--- src/rtl/mux_wb_reg_if.sv ---
// Bus bundle for the write-back source selector: request/select/operands in,
// registered write-back data, stall and external-FIFO status out.
//
// Handshake: REQ is accepted on any rising edge where BUSY is low; the
// result appears with a one-cycle DATO_VAL pulse after that edge. While
// BUSY is high, REQ/SELEC are ignored. DATO_IN_VAL is a push strobe with
// no back-pressure; pushes into a full FIFO are dropped and flagged in EXT_OVF.
interface mux_wb_reg_if #(
  parameter int WIDTH    = 8,
  parameter int REG_BITS = 3
);
  logic                REQ;
  logic [2:0]          SELEC;
  logic [REG_BITS-1:0] RY;
  logic [WIDTH-1:0]    RY_DATO;
  logic [WIDTH-1:0]    IMM;
  logic [WIDTH-1:0]    DATO_IN;
  logic                DATO_IN_VAL;
  logic                OVF_CLR;
  logic [WIDTH-1:0]    DATO;
  logic                DATO_VAL;
  logic                BUSY;
  logic                EXT_EMPTY;
  logic                EXT_FULL;
  logic                EXT_OVF;
  logic                STATE_DBG;

  modport master (
    output REQ, SELEC, RY, RY_DATO, IMM, DATO_IN, DATO_IN_VAL, OVF_CLR,
    input  DATO, DATO_VAL, BUSY, EXT_EMPTY, EXT_FULL, EXT_OVF, STATE_DBG
  );

  modport slave (
    input  REQ, SELEC, RY, RY_DATO, IMM, DATO_IN, DATO_IN_VAL, OVF_CLR,
    output DATO, DATO_VAL, BUSY, EXT_EMPTY, EXT_FULL, EXT_OVF, STATE_DBG
  );
endinterface

--- src/rtl/mux_wb_reg.sv ---
// Registered write-back source selector with a small external-input FIFO.
// Stalls (BUSY) when the FIFO head is requested but no byte has arrived yet.
module mux_wb_reg #(
  parameter int WIDTH     = 8,
  parameter int REG_BITS  = 3,
  parameter int EXT_DEPTH = 4
) (
  input logic          CLK,
  input logic          RST_N,
  mux_wb_reg_if.slave  bus
);

  localparam int PTR_W = $clog2(EXT_DEPTH);
  localparam logic [PTR_W:0] FULL_CNT = (PTR_W+1)'(EXT_DEPTH);

  localparam logic [2:0] SEL_RY  = 3'b001;
  localparam logic [2:0] SEL_RYD = 3'b010;
  localparam logic [2:0] SEL_EXT = 3'b011;
  localparam logic [2:0] SEL_IMM = 3'b100;

  typedef enum logic {
    S_IDLE = 1'b0,
    S_WAIT = 1'b1
  } state_e;

  state_e state_q, state_d;

  logic [WIDTH-1:0] mem_q [EXT_DEPTH];
  logic [PTR_W-1:0] rd_ptr_q, rd_ptr_d;
  logic [PTR_W-1:0] wr_ptr_q, wr_ptr_d;
  logic [PTR_W:0]   cnt_q, cnt_d;
  logic             empty_q, empty_d;
  logic             full_q, full_d;
  logic             ovf_q, ovf_d;

  logic [WIDTH-1:0] dato_q, dato_d;
  logic             dato_val_q, dato_val_d;

  logic             pop;
  logic             push_ok;
  logic             ovf_set;
  logic [WIDTH-1:0] ry_ext;
  logic [WIDTH-1:0] head;

  assign head = mem_q[rd_ptr_q];

  // Slice assignment keeps this legal when REG_BITS == WIDTH.
  always_comb begin
    ry_ext                 = '0;
    ry_ext[REG_BITS-1:0]   = bus.RY;
  end

  // FSM: state register
  always_ff @(posedge CLK) begin
    if (!RST_N) begin
      state_q <= S_IDLE;
    end else begin
      state_q <= state_d;
    end
  end

  // FSM: next state
  always_comb begin
    state_d = state_q;
    case (state_q)
      S_IDLE: begin
        if (bus.REQ && (bus.SELEC == SEL_EXT) && empty_q) begin
          state_d = S_WAIT;
        end
      end
      S_WAIT: begin
        if (!empty_q) begin
          state_d = S_IDLE;
        end
      end
      default: state_d = S_IDLE;
    endcase
  end

  // FSM: outputs (pop strobe and next write-back value)
  always_comb begin
    pop        = 1'b0;
    dato_d     = dato_q;
    dato_val_d = 1'b0;
    case (state_q)
      S_IDLE: begin
        if (bus.REQ) begin
          dato_val_d = 1'b1;
          case (bus.SELEC)
            SEL_RY:  dato_d = ry_ext;
            SEL_RYD: dato_d = bus.RY_DATO;
            SEL_EXT: begin
              if (!empty_q) begin
                pop    = 1'b1;
                dato_d = head;
              end else begin
                dato_val_d = 1'b0;
              end
            end
            SEL_IMM: dato_d = bus.IMM;
            default: dato_d = '0;
          endcase
        end
      end
      S_WAIT: begin
        if (!empty_q) begin
          pop        = 1'b1;
          dato_d     = head;
          dato_val_d = 1'b1;
        end
      end
      default: ;
    endcase
  end

  // A pop only happens on a non-empty FIFO, so a full FIFO with a pop
  // always has room for the simultaneous push.
  always_comb begin
    push_ok  = bus.DATO_IN_VAL && (!full_q || pop);
    ovf_set  = bus.DATO_IN_VAL && full_q && !pop;
    cnt_d    = cnt_q + {{PTR_W{1'b0}}, push_ok} - {{PTR_W{1'b0}}, pop};
    wr_ptr_d = push_ok ? wr_ptr_q + PTR_W'(1) : wr_ptr_q;
    rd_ptr_d = pop ? rd_ptr_q + PTR_W'(1) : rd_ptr_q;
    empty_d  = (cnt_d == '0);
    full_d   = (cnt_d == FULL_CNT);
    ovf_d    = ovf_set | (ovf_q & ~bus.OVF_CLR);
  end

  always_ff @(posedge CLK) begin
    if (!RST_N) begin
      rd_ptr_q   <= '0;
      wr_ptr_q   <= '0;
      cnt_q      <= '0;
      empty_q    <= 1'b1;
      full_q     <= 1'b0;
      ovf_q      <= 1'b0;
      dato_q     <= '0;
      dato_val_q <= 1'b0;
    end else begin
      rd_ptr_q   <= rd_ptr_d;
      wr_ptr_q   <= wr_ptr_d;
      cnt_q      <= cnt_d;
      empty_q    <= empty_d;
      full_q     <= full_d;
      ovf_q      <= ovf_d;
      dato_q     <= dato_d;
      dato_val_q <= dato_val_d;
    end
  end

  always_ff @(posedge CLK) begin
    if (RST_N && push_ok) begin
      mem_q[wr_ptr_q] <= bus.DATO_IN;
    end
  end

  assign bus.DATO      = dato_q;
  assign bus.DATO_VAL  = dato_val_q;
  assign bus.BUSY      = (state_q == S_WAIT);
  assign bus.EXT_EMPTY = empty_q;
  assign bus.EXT_FULL  = full_q;
  assign bus.EXT_OVF   = ovf_q;
  assign bus.STATE_DBG = state_q;

endmodule

--- src/flat_wrapper.sv ---
// flat-port wrapper written by rule: the top's interface ports become plain ports
module mux_wb_reg_flat 
#(
  parameter int WIDTH     = 8,
  parameter int REG_BITS  = 3,
  parameter int EXT_DEPTH = 4
)
  (CLK, RST_N, bus_REQ, bus_SELEC, bus_RY, bus_RY_DATO, bus_IMM, bus_DATO_IN, bus_DATO_IN_VAL, bus_OVF_CLR, bus_DATO, bus_DATO_VAL, bus_BUSY, bus_EXT_EMPTY, bus_EXT_FULL, bus_EXT_OVF, bus_STATE_DBG);
  mux_wb_reg_if #(.WIDTH(WIDTH), .REG_BITS(REG_BITS)) bus_i ();
  input logic CLK;
  input logic RST_N;
  input wire logic [$bits(bus_i.REQ)-1:0] bus_REQ;
  input wire logic [$bits(bus_i.SELEC)-1:0] bus_SELEC;
  input wire logic [$bits(bus_i.RY)-1:0] bus_RY;
  input wire logic [$bits(bus_i.RY_DATO)-1:0] bus_RY_DATO;
  input wire logic [$bits(bus_i.IMM)-1:0] bus_IMM;
  input wire logic [$bits(bus_i.DATO_IN)-1:0] bus_DATO_IN;
  input wire logic [$bits(bus_i.DATO_IN_VAL)-1:0] bus_DATO_IN_VAL;
  input wire logic [$bits(bus_i.OVF_CLR)-1:0] bus_OVF_CLR;
  output wire logic [$bits(bus_i.DATO)-1:0] bus_DATO;
  output wire logic [$bits(bus_i.DATO_VAL)-1:0] bus_DATO_VAL;
  output wire logic [$bits(bus_i.BUSY)-1:0] bus_BUSY;
  output wire logic [$bits(bus_i.EXT_EMPTY)-1:0] bus_EXT_EMPTY;
  output wire logic [$bits(bus_i.EXT_FULL)-1:0] bus_EXT_FULL;
  output wire logic [$bits(bus_i.EXT_OVF)-1:0] bus_EXT_OVF;
  output wire logic [$bits(bus_i.STATE_DBG)-1:0] bus_STATE_DBG;
  assign bus_i.REQ = bus_REQ;
  assign bus_i.SELEC = bus_SELEC;
  assign bus_i.RY = bus_RY;
  assign bus_i.RY_DATO = bus_RY_DATO;
  assign bus_i.IMM = bus_IMM;
  assign bus_i.DATO_IN = bus_DATO_IN;
  assign bus_i.DATO_IN_VAL = bus_DATO_IN_VAL;
  assign bus_i.OVF_CLR = bus_OVF_CLR;
  assign bus_DATO = bus_i.DATO;
  assign bus_DATO_VAL = bus_i.DATO_VAL;
  assign bus_BUSY = bus_i.BUSY;
  assign bus_EXT_EMPTY = bus_i.EXT_EMPTY;
  assign bus_EXT_FULL = bus_i.EXT_FULL;
  assign bus_EXT_OVF = bus_i.EXT_OVF;
  assign bus_STATE_DBG = bus_i.STATE_DBG;
  mux_wb_reg #(.WIDTH(WIDTH), .REG_BITS(REG_BITS), .EXT_DEPTH(EXT_DEPTH)) u_core (.CLK(CLK), .RST_N(RST_N), .bus(bus_i));
endmodule
--- config.mk ---
export PLATFORM = sky130hd
export DESIGN_NAME = mux_wb_reg_flat
export DESIGN_NICKNAME = d
export VERILOG_FILES = /design/src/rtl/mux_wb_reg_if.sv /design/src/rtl/mux_wb_reg.sv /design/src/flat_wrapper.sv
export SDC_FILE = /design/constraint.sdc
export NUM_CORES = 1
export LEC_CHECK = 0
export ABC_AREA = 0
export ABC_CLOCK_PERIOD_IN_PS = 2800
export BUFFER_PORTS_ARGS = -buffer_cell sky130_fd_sc_hd__buf_2
export CAP_MARGIN = 0
export CORE_MARGIN = 4
export CORE_UTILIZATION = 40
export CTS_CLUSTER_SIZE = 14
export DETAILED_ROUTE_END_ITERATION = 10
export GPL_ROUTABILITY_DRIVEN = 0
export PLACE_DENSITY = 0.61
export SLEW_MARGIN = 10
export SYNTH_ARGS = -nofsm -noshare
export SYNTH_HDL_FRONTEND = slang
export SYNTH_SLANG_ARGS = --single-unit
--- constraint.sdc ---
create_clock -name CLK -period 2.8 [get_ports CLK]
set_clock_uncertainty 0.05 [all_clocks]
set_input_delay 0.14 -clock CLK [delete_from_list [all_inputs] [get_ports CLK]]
set_output_delay 0.14 -clock CLK [all_outputs]
set_load 0.05 [all_outputs]
== After elaboration in Yosys (flattened, before gate mapping) ==
Memory sizes are Yosys's and may differ from the RTL's. A register that Yosys moved wholly into a read port is not among the register bits.
Index checks and enable logic that the tools add are counted.

* Memories kept: 1
* Output and inout port bits: 14
* RAM bits: 32
* Register bits: 20

{| class="wikitable"
|+ Memory list
! name !! depth !! bits a word !! rd ports !! clocked after Yosys merged registers in !! write ports !! line !! RTL
|-
| u_core.mem_q || 4 || 8 || 1 || 1 || 1 || mux_wb_reg.sv:28 || <nowiki>logic [WIDTH-1:0] mem_q [EXT_DEPTH];</nowiki>
|}

* $add $sub $neg: 4
* Reduce and logical (&&, ||, !) cells: 10
* Bitwise operators: 4
* Eq/ne operators: 6
* Multiplexer cells: 18

{| class="wikitable"
|+ Operators with widths
! operator !! count
|-
| case mux 8 bit (4 select lines) || 1
|-
| two-way mux 8 bit || 2
|-
| case mux 8 bit (2 select lines) || 1
|-
| two-way mux 1 bit || 9
|-
| == test 3 x 2 -> 1 bit, second input constant || 2
|-
| == test 3 bit, second input constant || 2
|-
| logical AND 1 bit || 6
|-
| case mux 1 bit (2 select lines) || 3
|-
| adder 2 x 1 -> 2 bit, second input constant || 2
|-
| two-way mux 2 bit || 2
|-
| adder 3 x 1 -> 3 bit || 1
|-
| == test 3 x 1 -> 1 bit, second input constant || 1
|-
| logical NOT 3 bit || 1
|-
| subtractor 3 x 1 -> 3 bit || 1
|-
| logical NOT 1 bit || 2
|-
| != test 2 bit, second input constant || 1
|-
| NOT 1 bit || 2
|-
| AND 1 bit || 1
|-
| logical OR 1 bit || 1
|-
| bitwise OR 1 bit || 1
|}

== Longest topological paths before layout ==
Gate-level depths: netlist (run 1).

* Depth in word-level cells: 9
* Gate-level depth with buffers: 11
* Gate-level depth less buffers: 11

== Least setup slack after synthesis (run 1) ==
Ideal clock, no wire load.

* Kind: register to register
* Start point: register u_core.empty_q (netlist: u_core.bus.EXT_EMPTY)
* End point: register u_core.full_q (netlist: u_core.bus.EXT_FULL)
* Buffers on the path: 0
* Clock period less this slack: 2610 ps
* Required time: 2686 ps
* Library setup time: 64 ps
* Arrival: 2496 ps
* Cell stages (with the launch flop): 12
* Slack: 190 ps
* Path through: dfxtp_1 > clkinv_1 > o21ai_2 > inv_2 > ha_1 > inv_1 > ha_1 > inv_1 > fa_1 > xnor2_1 > nand2_1 > nor2_1

* Longest elaborated chain between the ends: 9

{| class="wikitable"
|+ Ends and longest elaborated chain
! what !! line !! RTL
|-
| start, declared || mux_wb_reg.sv:32 || <nowiki>logic empty_q, empty_d;</nowiki>
|-
| start signal, assigned || mux_wb_reg.sv:143 || <nowiki>empty_q <= empty_d;</nowiki>
|-
| two-way mux 1 bit * || mux_wb_reg.sv:93, mux_wb_reg.sv:106 ||
|-
| two-way mux 1 bit || mux_wb_reg.sv:89 || <nowiki>case (bus.SELEC)</nowiki>
|-
| two-way mux 1 bit || mux_wb_reg.sv:87 || <nowiki>if (bus.REQ) begin</nowiki>
|-
| case mux 1 bit (2 select lines) * || mux_wb_reg.sv:85 || <nowiki>case (state_q)</nowiki>
|-
| logical OR 1 bit || mux_wb_reg.sv:119 || <nowiki>push_ok = bus.DATO_IN_VAL && (!full_q || pop);</nowiki>
|-
| logical AND 1 bit || mux_wb_reg.sv:119 ||
|-
| adder 3 x 1 -> 3 bit || mux_wb_reg.sv:121 || <nowiki>cnt_d = cnt_q + {{PTR_W{1'b0}}, push_ok} - {{PTR_W{1'b0}}, pop};</nowiki>
|-
| subtractor 3 x 1 -> 3 bit * || mux_wb_reg.sv:121 ||
|-
| == test 3 bit * || mux_wb_reg.sv:125 || <nowiki>full_d = (cnt_d == FULL_CNT);</nowiki>
|-
| end signal, assigned || mux_wb_reg.sv:144 || <nowiki>full_q <= full_d;</nowiki>
|-
| end, declared || mux_wb_reg.sv:33 || <nowiki>logic full_q, full_d;</nowiki>
|}

Mark *: on every way between the ends. The rest lies on a longest branch, timed or not.
A chain may end at the register's enable or synchronous reset.

== Worst setup path in the final report (run 1) ==
Same ends and word-level chain as after synthesis.

==> out/metrics.yaml, run 1 <==
fin_cells: 299
nNetsFinal: 268
areaGrowthSynthToFinish_pct: 19.9
crit_buf_inv: 4
synth_edf_count: 32
grt_pass1_vias: 1496
routedWlPerCell_um: 15.1
rsz0062_at_grt: "false"
path_delay_family: "adder cells"
coreArea_um2: 5610
synth_cell_type_count: 45
p_leak_nw: 1.10
grt-ovfl-total: 0
synthFlopType: "edfxtp_1"
dpl.hpwl_um: 3320
clkTransAtPathRegs_ps: 100
rr_endpoint: "u_core.bus.EXT_FULL"
critical_path.cell_chain: "clkinv_1 -> o21ai_2 -> inv_2 -> ha_1 -> inv_1 -> ha_1 -> inv_1 -> fa_1 -> xnor2_1 -> nand2_1 -> nor2_1"
cap_violations: 0
drtAntennaViolNets: 0
cpMaxStageDelayCell: "dfxtp_1"
timing.final.crit_share: 0.837
cts.sinks: 54
portBuffers: 48
path_class: "reg -> reg"
required_ps: 3000
r2r_cells: 11
cts_resized: 0
tns_ps: 0
drv_slew: 0
synth_warnings: 0
worst_pin_slew_ps: 524
pre_cts_slack_ps: 462
die_h_um: 84.6
placedCellCount: 285
critPathCaptureType: "flip-flop"
drcViolationCount: 0
firstDrtPassIters: 4
hold_violations: 0
grt_max_degree: 19
cts_buffers: 5
whs_path_depth: 1
min_to: "u_core.mem_q[0][2]"
avgSynthCellArea_um2: 13.8
timing.fmax_ghz: 0.427
clk_path_buf_depth: 2
ys_ff_latch: 54
diodes: 0
crit_fanout: 6
status: "finished, final reports clean"
syn-num-nets: 212
grt_util_all_layers: 0.132
timing.hold.ws_ps: 16.7
num_vias: 1494
clock_latency_ps: 300
hp-class: "in -> reg"
cts_max_level: 2
fin_util: 0.502
async_flop_share: 0
startpoint_type: "flip-flop"
synthCells: 170
wirelength_um: 4510
cts_tree: "done"
rrSetupSlack_ps: 460
cp_num_cells: 11
root_buffer: "clkbuf_8"
slew_headroom: 0.650
vias_per_cell: 5.00
dieArea_um2: 7150
hp-start: "bus_DATO_IN[2]"
synth_seq_area_share: 0.597
setup_viol_count_final: 0
r2r_start: "u_core.bus.EXT_EMPTY"
drtIter0Drc: 38
rows: 27
initial_core_util: 0.418
final.min_clock_period_ps: 2340
io_pins: 49
netlist_area_um2: 2350
drive_gt1_frac: 0.326
die_x_um: 84.6
final.setup.worst_slack_ps: 456
antenna_found_initial: 0
max_stage_delay_ps: 400
arrival_ps: 2540
grt_pass1_wl_um: 7500
post-cts-setup-buffers: 0
max-vdd-ir-drop_mv: 0.414
powerDensity_nw_per_um2: 672
## repair_timing
item,in CTS,in global routing
hold buffers,6,0
hold endpoints to repair,24,0
endpoints found under the setup margin,0,0
## worst max-delay path by stage
stage                           to            startpoint
2_1_floorplan  u_core.bus.EXT_FULL  u_core.bus.EXT_EMPTY
3_3_place_gp   u_core.bus.EXT_FULL  u_core.bus.EXT_EMPTY
3_5_place_dp   u_core.bus.EXT_FULL  u_core.bus.EXT_EMPTY
4_1_cts        u_core.bus.EXT_FULL  u_core.bus.EXT_EMPTY
5_1_grt        u_core.bus.EXT_FULL  u_core.bus.EXT_EMPTY
6_report       u_core.bus.EXT_FULL  u_core.bus.EXT_EMPTY
## flip-flops by register name (all words and copies together), names as in the netlist, named ones only
register              count
u_core.wr_ptr_q           2
u_core.cnt_q              3
u_core.bus.DATO_VAL       1
u_core.bus.EXT_EMPTY      1
u_core.rd_ptr_q           2
u_core.bus.BUSY           1
u_core.bus.EXT_FULL       1
u_core.mem_q             32
u_core.bus.EXT_OVF        1
u_core.bus.DATO           8
## cells by family (layout without fill, tap and decap cells)
logic type               after synthesis  count (layout)  share of synthesized area
flip-flops                            54              54                      0.597
AND/OR/NAND/NOR                       42              42                      0.103
AO/OA/AOI/OAI                         33              33                      0.110
buffers and inverters                 19              76                     0.0395
multiplexers                          13              13                      0.101
adder cells (fa/ha/maj)                7               7                     0.0405
XOR/XNOR                               2               2                    0.00747
## where the power goes
group          internal [mW]  switching [mW]
combinational          0.159           0.244
clock                  0.271           0.252
sequential             0.918          0.0468
## worst reg2reg max path, stage by stage, from the launching register on
cell and delay, ps:
dfxtp_1 400, clkinv_1 230, o21ai_2 220, inv_2 110, ha_1 280, inv_1 60
ha_1 130, inv_1 50, fa_1 370, xnor2_1 190, nand2_1 90, nor2_1 100
## synth_stat cells (all sizes together), types with 2 or more instances
cell	instances	area, um^2
clkbuf	3	21.3
xnor2	2	17.5
a221o	2	20.0
and2b	2	18.8
mux2i	5	50.1
ha	6	75.1
nand2b	2	12.5
a22oi	7	52.6
a31oi	2	12.5
o2bb2ai	3	26.3
mux4	8	188
or3	3	18.8
dfxtp	22	440
nor2	7	26.3
o22ai	4	25.0
nor2b	2	12.5
and2	2	13.8
a22o	4	37.5
inv	13	48.8
o21ai	3	18.8
edfxtp	32	961
a21oi	4	20.0
and3	5	36.3
nand2	14	52.6
buf	2	18.8
## final cells by class
type	count	area (um^2)
clock buffer	5	68.8
tap	72	90.1
timing repair buffer	54	300
clock inverter	3	47.5
inverter	14	52.6
fill	498	2800
multi-input combinational	97	852
sequential	54	1400
## cell usage in the layout, fill, tap and decap left out, types with 2 or more instances in the layout
cell           synthesis  routed
a22oi_1                7       7
mux4_1                 2       2
xnor2_1                2       2
inv_1                 12      12
ha_1                   6       6
nand2b_1               2       2
a22o_1                 2       2
mux4_2                 6       6
a221o_1                2       2
buf_2                  0      48
mux2i_1                5       5
dfxtp_1               22      22
clkbuf_8               1       5
nor2_1                 7       7
o21ai_0                2       2
and3_1                 4       4
nand2_1               14      14
dlygate4sd3_1          0       6
or3_1                  3       3
a22o_2                 2       2
o2bb2ai_1              3       3
nor2b_1                2       2
edfxtp_1              32      32
o22ai_1                4       4
a31oi_1                2       2
a21oi_1                4       4
## per-layer routing
metal	wire length [um]	track usage	vias to the layer above
met3	287	0.0402	4
met1	2170	0.182	688
met5	0	0	-
met4	23	0.0302	0
met2	2040	0.204	47
li1	-	-	755
## through the flow
step	total power [mW]	cell area, um^2
4_1_cts	1.92	2810
5_1_grt	2.00	2810
6_report	1.89	2810
3_3_place_gp	1.38	2640
3_5_place_dp	1.38	2640
2_1_floorplan	1.27	2350
No activity file was read; power rests on OpenSTA's default activity.
==> run 2, diff against run 1 <==
ABC_CLOCK_PERIOD_IN_PS = 2100   (was 2800)
PLACE_DENSITY = 0.64   (was 0.61)
clock period = 2.1 ns   (was 2.8 ns; I/O delays follow)
==> run 2 against run 1 <==
  * Wire length grew 5.1%
  * Largest cell class unchanged
  * Via count increased by 6.0%
  * First-iteration DRC count is 42% higher
  * Sequential share of layout area down 2.0 points
==> out/metrics.yaml, run 2 (synthesized netlist as in run 1, its figures left out) <==
initial_core_util: 0.418
diodes: 0
grt-ovfl-total: 0
cts_max_level: 2
dpl.hpwl_um: 3510
cts.sinks: 54
slew_headroom: 0.708
clkTransAtPathRegs_ps: 100
clk_path_buf_depth: 2
status: "finished, final reports clean"
rrSetupSlack_ps: 130
largest_reg_flops: 32
grt_max_degree: 20
required_ps: 2290
timing.fmax_ghz: 0.507
critPathCaptureType: "flip-flop"
arrival_ps: 2170
fillCellCount: 491
num_vias: 1583
largest-register: "u_core.mem_q"
clock_latency_ps: 310
worst_pin_slew_ps: 436
tns_ps: 0
die_h_um: 84.6
areaGrowthSynthToFinish_pct: 25.3
setup_viol_count_final: 0
drcViolationCount: 0
grt_util_all_layers: 0.136
timing.hold.ws_ps: 16.8
drv_slew: 0
wirelength_um: 4740
firstDrtPassIters: 4
total_power_mw: 2.54
min_to: "u_core.bus.EXT_OVF"
root_buffer: "clkbuf_8"
crit_fanout: 6
drtIter0Drc: 54
p_leak_nw: 1.18
routedWlPerCell_um: 15.1
dieArea_um2: 7150
vias_per_cell: 5.04
powerDensity_nw_per_um2: 864
cts_tree: "done"
cts_buffers: 5
grt_pass1_vias: 1571
drtAntennaViolNets: 0
whs_path_depth: 3
path_class: "reg -> reg"
startpoint_type: "flip-flop"
r2r_start: "u_core.bus.EXT_EMPTY"
rsz0062_at_grt: "false"
rows: 27
final.min_clock_period_ps: 1970
layout_common_cells: "buf_2 (48), edfxtp_1 (32), dfxtp_1 (20)"
grt_pass1_wl_um: 7720
critical_path.cell_chain: "clkinv_4 -> o21ai_4 -> inv_2 -> ha_1 -> inv_1 -> ha_1 -> inv_1 -> fa_2 -> nand2b_1 -> o21ai_1"
hold_violations: 0
die_x_um: 84.6
r2r_cells: 10
max-vdd-ir-drop_mv: 0.445
hp-start: "bus_DATO_IN_VAL"
portBuffers: 48
nNetsFinal: 283
hp-class: "in -> reg"
timing.final.crit_share: 0.939
final_common_cell: "buf_2"
antenna_found_initial: 0
coreArea_um2: 5610
cap_violations: 0
max_stage_delay_ps: 530
drive_gt1_frac: 0.380
io_pins: 49
cpMaxStageDelayCell: "fa_2"
rr_endpoint: "u_core.bus.EXT_EMPTY"
## run 2: layer usage
metal,part of all wire,track usage,vias up
li1,-,-,781
met1,0.46,0.181,755
met2,0.48,0.224,42
met3,0.054,0.0334,5
met4,0.0070,0.0345,0
met5,0,0,-
## run 2: worst max-delay path, delay by kind of cell, from the launching register on
| family | cells | cell delay [ps] |
|---|---|---|
| AND/OR/NAND/NOR | 1 | 70 |
| AO/OA/AOI/OAI | 2 | 190 |
| flip-flops | 1 | 390 |
| adder cells (fa/ha/maj) | 3 | 940 |
| buffers and inverters | 4 | 280 |
## run 2: worst max path at each step
stage / startpoint / to / slack (ps) / depth (start not counted)
after floorplan: u_core.bus.BUSY / u_core.bus.EXT_FULL / 20 / 10
after global placement: bus_SELEC[2] / u_core.bus.EXT_FULL / 100 / 12
after detailed placement: bus_SELEC[2] / u_core.bus.EXT_FULL / 50 / 12
after CTS: u_core.bus.EXT_EMPTY / u_core.bus.EXT_FULL / 50 / 11
after global routing: u_core.bus.EXT_EMPTY / u_core.bus.EXT_EMPTY / 10 / 10
final: u_core.bus.EXT_EMPTY / u_core.bus.EXT_EMPTY / 130 / 10
## run 2: stage by stage
stage	instances	utilization	worst slack [ps]	area [um^2]
after detailed placement	297	0.489	48.4	2740
final	314	0.524	127	2940
after floorplan	170	-	15.9	2360
after global placement	297	0.489	98.5	2740
after global routing	314	0.524	10.6	2940
after CTS	313	0.521	49.1	2920
## run 2: repair_timing
action                     4_1_cts  5_1_grt
hold buffers                     8        0
gates resized for setup          0        3
setup buffers                    0        1
hold endpoints to repair        32        0
setup endpoints to repair        0        3
## run 2: cell type report
cell class | count | area (um^2) | share of cell area
Sequential cell | 54 | 1410 | 0.479
Clock buffer | 5 | 68.8 | 0.0234
Tap cell | 72 | 90.1 | 0.0307
Inverter | 14 | 57.6 | 0.0196
Timing Repair Buffer | 69 | 418 | 0.142
Multi-Input combinational cell | 97 | 870 | 0.296
Clock inverter | 3 | 28.8 | 0.00979
## run 2: where the power goes
part           total, mW  internal (mW)  switching, mW
registers           1.29           1.23         0.0643
logic              0.630          0.271          0.359
clock network      0.616          0.250          0.366
